## src/rtl/debounce_sync.sv

```systemverilog
// Synchronises a raw asynchronous level into clk, then accepts a new level only
// after STABLE_CYCLES consecutive matching samples; emits one-cycle edge strobes.
module debounce_sync #(
    parameter int SYNC_STAGES   = 2,
    parameter int STABLE_CYCLES = 8,
    parameter bit RESET_LEVEL   = 1'b0
) (
    input  logic clk,
    input  logic rst,
    input  logic A,
    output logic Y,
    output logic RISE,
    output logic FALL,
    output logic BUSY
);
    localparam int CW = $clog2(STABLE_CYCLES) + 1;
    localparam logic [CW-1:0] LAST = CW'(STABLE_CYCLES - 1);

    typedef enum logic [1:0] {ST_LO, PEND_HI, ST_HI, PEND_LO} state_t;
    localparam state_t RST_STATE = RESET_LEVEL ? ST_HI : ST_LO;

    logic [SYNC_STAGES-1:0] r_sync;
    state_t                 r_state;
    logic [CW-1:0]          r_cnt;
    logic                   r_y, r_rise, r_fall, r_busy;

    state_t                 w_nxt;
    logic [CW-1:0]          w_cnt_nxt;
    logic                   w_y_nxt, w_rise_nxt, w_fall_nxt, w_s;

    assign w_s = r_sync[SYNC_STAGES-1];

    always_ff @(posedge clk or posedge rst) begin
        if (rst) r_sync <= {SYNC_STAGES{RESET_LEVEL}};
        else     r_sync <= {r_sync[SYNC_STAGES-2:0], A};
    end

    // A sample that returns to the stable level always aborts, even on the
    // edge that would otherwise have completed qualification.
    always_comb begin
        w_nxt      = r_state;
        w_cnt_nxt  = r_cnt;
        w_y_nxt    = r_y;
        w_rise_nxt = 1'b0;
        w_fall_nxt = 1'b0;
        case (r_state)
            ST_LO: if (w_s) begin
                w_nxt     = PEND_HI;
                w_cnt_nxt = CW'(1);
            end
            PEND_HI: begin
                if (!w_s) begin
                    w_nxt     = ST_LO;
                    w_cnt_nxt = '0;
                end else if (r_cnt == LAST) begin
                    w_nxt      = ST_HI;
                    w_y_nxt    = 1'b1;
                    w_rise_nxt = 1'b1;
                    w_cnt_nxt  = '0;
                end else begin
                    w_cnt_nxt = r_cnt + 1'b1;
                end
            end
            ST_HI: if (!w_s) begin
                w_nxt     = PEND_LO;
                w_cnt_nxt = CW'(1);
            end
            PEND_LO: begin
                if (w_s) begin
                    w_nxt     = ST_HI;
                    w_cnt_nxt = '0;
                end else if (r_cnt == LAST) begin
                    w_nxt      = ST_LO;
                    w_y_nxt    = 1'b0;
                    w_fall_nxt = 1'b1;
                    w_cnt_nxt  = '0;
                end else begin
                    w_cnt_nxt = r_cnt + 1'b1;
                end
            end
            default: begin
                w_nxt     = RST_STATE;
                w_cnt_nxt = '0;
            end
        endcase
    end

    always_ff @(posedge clk or posedge rst) begin
        if (rst) begin
            r_state <= RST_STATE;
            r_cnt   <= '0;
            r_y     <= RESET_LEVEL;
            r_rise  <= 1'b0;
            r_fall  <= 1'b0;
            r_busy  <= 1'b0;
        end else begin
            r_state <= w_nxt;
            r_cnt   <= w_cnt_nxt;
            r_y     <= w_y_nxt;
            r_rise  <= w_rise_nxt;
            r_fall  <= w_fall_nxt;
            r_busy  <= (w_nxt == PEND_HI) || (w_nxt == PEND_LO);
        end
    end

    assign Y    = r_y;
    assign RISE = r_rise;
    assign FALL = r_fall;
    assign BUSY = r_busy;
endmodule

```

## config.mk

```make
export PLATFORM = sky130hd
export DESIGN_NAME = debounce_sync
export DESIGN_NICKNAME = d
export VERILOG_FILES = /design/src/rtl/debounce_sync.sv
export SDC_FILE = /design/constraint.sdc
export NUM_CORES = 1
export LEC_CHECK = 0
export BUFFER_PORTS_ARGS = -buffer_cell sky130_fd_sc_hd__buf_2
export CORE_AREA = 4 4 41 43
export CTS_CLUSTER_SIZE = 10
export DETAILED_ROUTE_END_ITERATION = 8
export DIE_AREA = 0 0 45 47
export GPL_TIMING_DRIVEN = 0
export PLACE_DENSITY_LB_ADDON = 0.12
export SYNTH_ARGS = -nofsm -noshare
export SYNTH_HDL_FRONTEND = slang
export SYNTH_SLANG_ARGS = --single-unit
```

## constraint.sdc

```tcl
create_clock -name clk -period 2.22 [get_ports clk]
set_input_delay 0.222 -clock clk [delete_from_list [all_inputs] [get_ports clk]]
set_output_delay 0.222 -clock clk [all_outputs]
set_load 0.01 [all_outputs]
```

---- After elaboration in Yosys (flattened, before gate mapping) ----
Cells that the tools add are included.
storage, ports and cells
  output and inout bits ................... 4
  bits in registers ....................... 12
  word-level logic and storage cells ...... 48
  bits of input ports ..................... 3
cells by class
  muxes and demuxes ....................... 23
  add/sub/neg operators ................... 1
  equal/unequal tests ..................... 12
  reductions and logical operators ........ 5
operators by type and width
  cell                 count
  $mux 4               5
  $pmux 4 s4           1
  $mux 2               6
  $ne 2x2->1 const B   6
  $mux 1               9
  $pmux 2 s4           1
  $eq 2x2->1 const B   3
  $reduce_and 5->1     1
  $add 4x1->4 const B  1
  $eq 2x1->1 const B   2
  $eq 4x3->1 const B   1
  $logic_not 2->1      1
  $pmux 1 s2           1
  $reduce_and 2->1     1
  $reduce_bool 2->1    1
  $logic_or 1x1->1     1

---- Depth between registers and ports, before layout ----
  depth in word-level cells ............... 6
  gate-level depth with buffers ........... 4
  mapped depth without buffers ............ 4

---- Least setup slack after synthesis ----
Ideal clock, no wire load.
  path type ............................... register to register
  from .................................... register r_cnt[0]
  to ...................................... register r_y, in the netlist Y
  stages on the path, launching flop included .. 5
  arrival ................................. 1.044 ns
  required time ........................... 2.091 ns
  period minus slack after synthesis ...... 1.173 ns
  library setup time ...................... 0.129 ns
  slack ................................... 1.047 ns
  cells stage by stage .................... dfrtp_1 -> ha_1 -> and4b_1 -> a21oi_1 -> a21oi_1
between the ends
  longest elaborated chain between the ends .. 3
  elaborated cells on any way between the ends .. 4
ends and longest elaborated chain
  item                          RTL line  RTL
  from (decl)                   24        logic [CW-1:0] r_cnt;
  from (signal assigned)        98        r_cnt <= w_cnt_nxt;
  $eq 4x3->1 *                  55, 72
  $ne 2x2->1 (no line)          --
  $reduce_and 5->1 (no line) *  --
  to (signal assigned)          99        r_y <= w_y_nxt;
  to (decl)                     25        logic r_y, r_rise, r_fall, r_busy;
Every way passes the cells marked *; elsewhere a longest branch is shown, timed or not.
A chain may end at the register's enable or synchronous reset.

---- Worst setup path after layout ----
Ends and elaborated chain as after synthesis.

==> results_dict.tcl <==
set metrics [dict create \
    crit_type "reg -> reg" \
    setup_slack_ns 0.945 \
    synth.distinct_cells 19 \
    ys_ff_latch 12 \
    root_buffer "clkbuf_4" \
    leakagePower_nw 0.293 \
    cts.repair.resized 0 \
    dp_hpwl_um 615 \
    cts_sinks 12 \
    worstSetupEndpointType "register" \
    synth-compound-area-share_pct 9.14 \
    grt_usage_pct 10.0 \
    fin_area_um2 602 \
    cts.clk_slew.worst_paths_ns 0.07 \
    grt_first_pass_wirelength_um 1430 \
    htree_levels 1 \
    dp_worst_setup_slack_ns 0.941 \
    rrSetupSlack_ns 0.95 \
    cts_hold_buf 1 \
    placed_cell_area_um2 556 \
    slew-limit-headroom_pct 71.1 \
    layout_min_cycle_time_ns 1.27 \
    cap_violations 0 \
    max-vdd-ir-drop_uv 366 \
    initial_core_util_pct 38.9 \
    drtIter0Drc 3 \
    numPortBuffers 6 \
    maxSlewViolCount 0 \
    grt_max_degree 13 \
    status "completed" \
    setup_viol 0 \
    p_per_area_nw_per_um2 1020 \
    post_route_cells_drive_above_1_share_pct 27.8 \
    fp.dieArea_um2 2120 \
    rows 13 \
    area_growth_pct 18.8 \
    num_vias 343 \
    post_synth_mux_area_share_pct 0 \
    wire_per_inst_um 11.4 \
    syn_area_um2 507 \
    cts_tree "done" \
    finalCritPeriodShare_pct 57.4 \
    hold_viol_final 0 \
    antenna_found_initial 0 \
    synthSimpleGateAreaFrac_pct 21.7 \
    synth_nets 47 \
    ios 7 \
    clkLatencyLatePin_ns 0.27 \
    synth_top_family_by_area "simple AND/OR/NAND/NOR gates" \
    yosys_warnings 0 \
    path_max_fanout 5 \
    numCtsBuffers 3 \
    power_w 0.000611 \
    fin_nets 59 \
    grt_pass1_vias 303 \
    synth_xor_area_share_pct 4.94 \
    ys_seq_area_share_pct 59.3 \
    required_ns 2.37 \
    fin_tns_setup_ns 0 \
    drt_pass1_iterations 2 \
    fp.dieH_um 47 \
    syn_inst 43 \
    fp.coreArea_um2 1300 \
    final_core_util_pct 46.3 \
    hold_class "in -> reg" \
    drt.antenna.violating_nets 0 \
    cts_buffer_depth 2 \
    grt_overflow 0 \
    synth_fa_ha_area_share_pct 2.47 \
    finalClockSkew_ns 0.00180 \
    drt-total-wl_um 787 \
    startpoint_type "register" \
    rsz0062_at_grt "false" \
    cp.arrival_ns 1.43 \
    clock.fmax_mhz 785 \
    route.detailed.drc 0 \
    place.gp.congestion 0.771 \
    via_per_inst 4.97 \
    tightest_slew_ns 0.433 \
    die_w_um 45 \
    cts_setup_buffers 0 \
    avgSynthCellArea_um2 11.8 \
    num_antenna_cells 0 \
]
cell type report:
cell class	instances	area, µm²
Inverter	2	7.51
Sequential cell	12	300
Multi-Input combinational cell	28	194
Buffer	1	5.00
Fill cell	133	699
Clock buffer	4	36.3
Timing Repair Buffer	7	40.0
Tap cell	15	18.8
logic make-up (layout without fill, tap and decap cells):
kind of cell / count (synthesis) / in the layout
simple gates: 18 / 18
compound gates: 7 / 7
buf+inv: 3 / 14
xor+xnor: 2 / 2
flops: 12 / 12
fa+ha+maj: 1 / 1
critical path: stages, from the launching register on:
cell	delay [ns]
dfrtp_1	0.40
ha_1	0.24
nand4b_1	0.20
o21ai_0	0.22
a21oi_1	0.09
layout by cell type, fill, tap and decap left out:
cell | Yosys | routed
a211oi_2 | 1 | 1
a21oi_1 | 2 | 2
and2_2 | 2 | 2
and3_1 | 1 | 1
and4b_1 | 1 | 1
buf_2 | 1 | 7
clkbuf_4 | 0 | 3
clkbuf_8 | 0 | 1
dfrtp_1 | 12 | 12
dlygate4sd3_1 | 0 | 1
ha_1 | 1 | 1
inv_1 | 2 | 2
nand2_1 | 3 | 3
nand2b_1 | 2 | 2
nand3_1 | 3 | 3
nand4b_1 | 2 | 2
nor2_1 | 2 | 2
nor3b_1 | 2 | 2
o21ai_0 | 3 | 3
o311ai_0 | 1 | 1
xor2_1 | 1 | 1
xor2_2 | 1 | 1
sequential cells by signal, indices dropped and copies added, names as in the netlist:
name	cells
r_cnt	4
r_state	2
r_sync	2
BUSY	1
FALL	1
RISE	1
Y	1
synthesized netlist by cell type, drive strengths merged:
cell type / count / area share (%)
o311ai: 1 / 1.7
nand2b: 2 / 2.5
nor3b: 2 / 3.0
and2: 2 / 3.0
o21ai: 3 / 3.0
xor2: 2 / 4.9
a21oi: 2 / 2.0
nand4b: 2 / 3.5
buf: 1 / 0.99
inv: 2 / 1.5
a211oi: 1 / 2.5
nand3: 3 / 3.0
nor2: 2 / 1.5
dfrtp: 12 / 59
nand2: 3 / 2.2
and4b: 1 / 2.0
and3: 1 / 1.2
ha: 1 / 2.5
through the flow:
| stage | hold slack, ns | std cells |
|---|---|---|
| 6_report | 0.0527 | 69 |
| 5_1_grt | 0.0458 | 69 |
| 4_1_cts | 0.0488 | 69 |
| 3_5_place_dp | 0.245 | 64 |
| 3_3_place_gp | 0.227 | 64 |
| 2_1_floorplan | 0.0867 | 43 |
metal layers:
metal / track usage [%] / part of all wire (%)
met1: 12.4 / 46
met5: 0 / 0
met4: 3.51 / 1.0
met3: 6.90 / 8.4
met2: 13.8 / 44
worst paths after layout:
path / end / cells after the start / start
worst max-delay path: Y / 4 / r_cnt[0]
worst min-delay path: r_sync[0] / 1 / A
worst max register to register: Y / 4 / r_cnt[0]
worst min register to register: r_sync[1] / 0 / r_sync[0]
max in group asynchronous: r_cnt[2] / 3 / rst
min in group asynchronous: FALL / 3 / rst
where the power goes:
| group | internal [W] | switching (W) |
|---|---|---|
| combinational | 0.0000680 | 0.0000753 |
| sequential | 0.000262 | 0.0000363 |
| clock | 0.0000997 | 0.0000704 |
| total | 0.000429 | 0.000182 |
(Power assumes the default switching activity.)
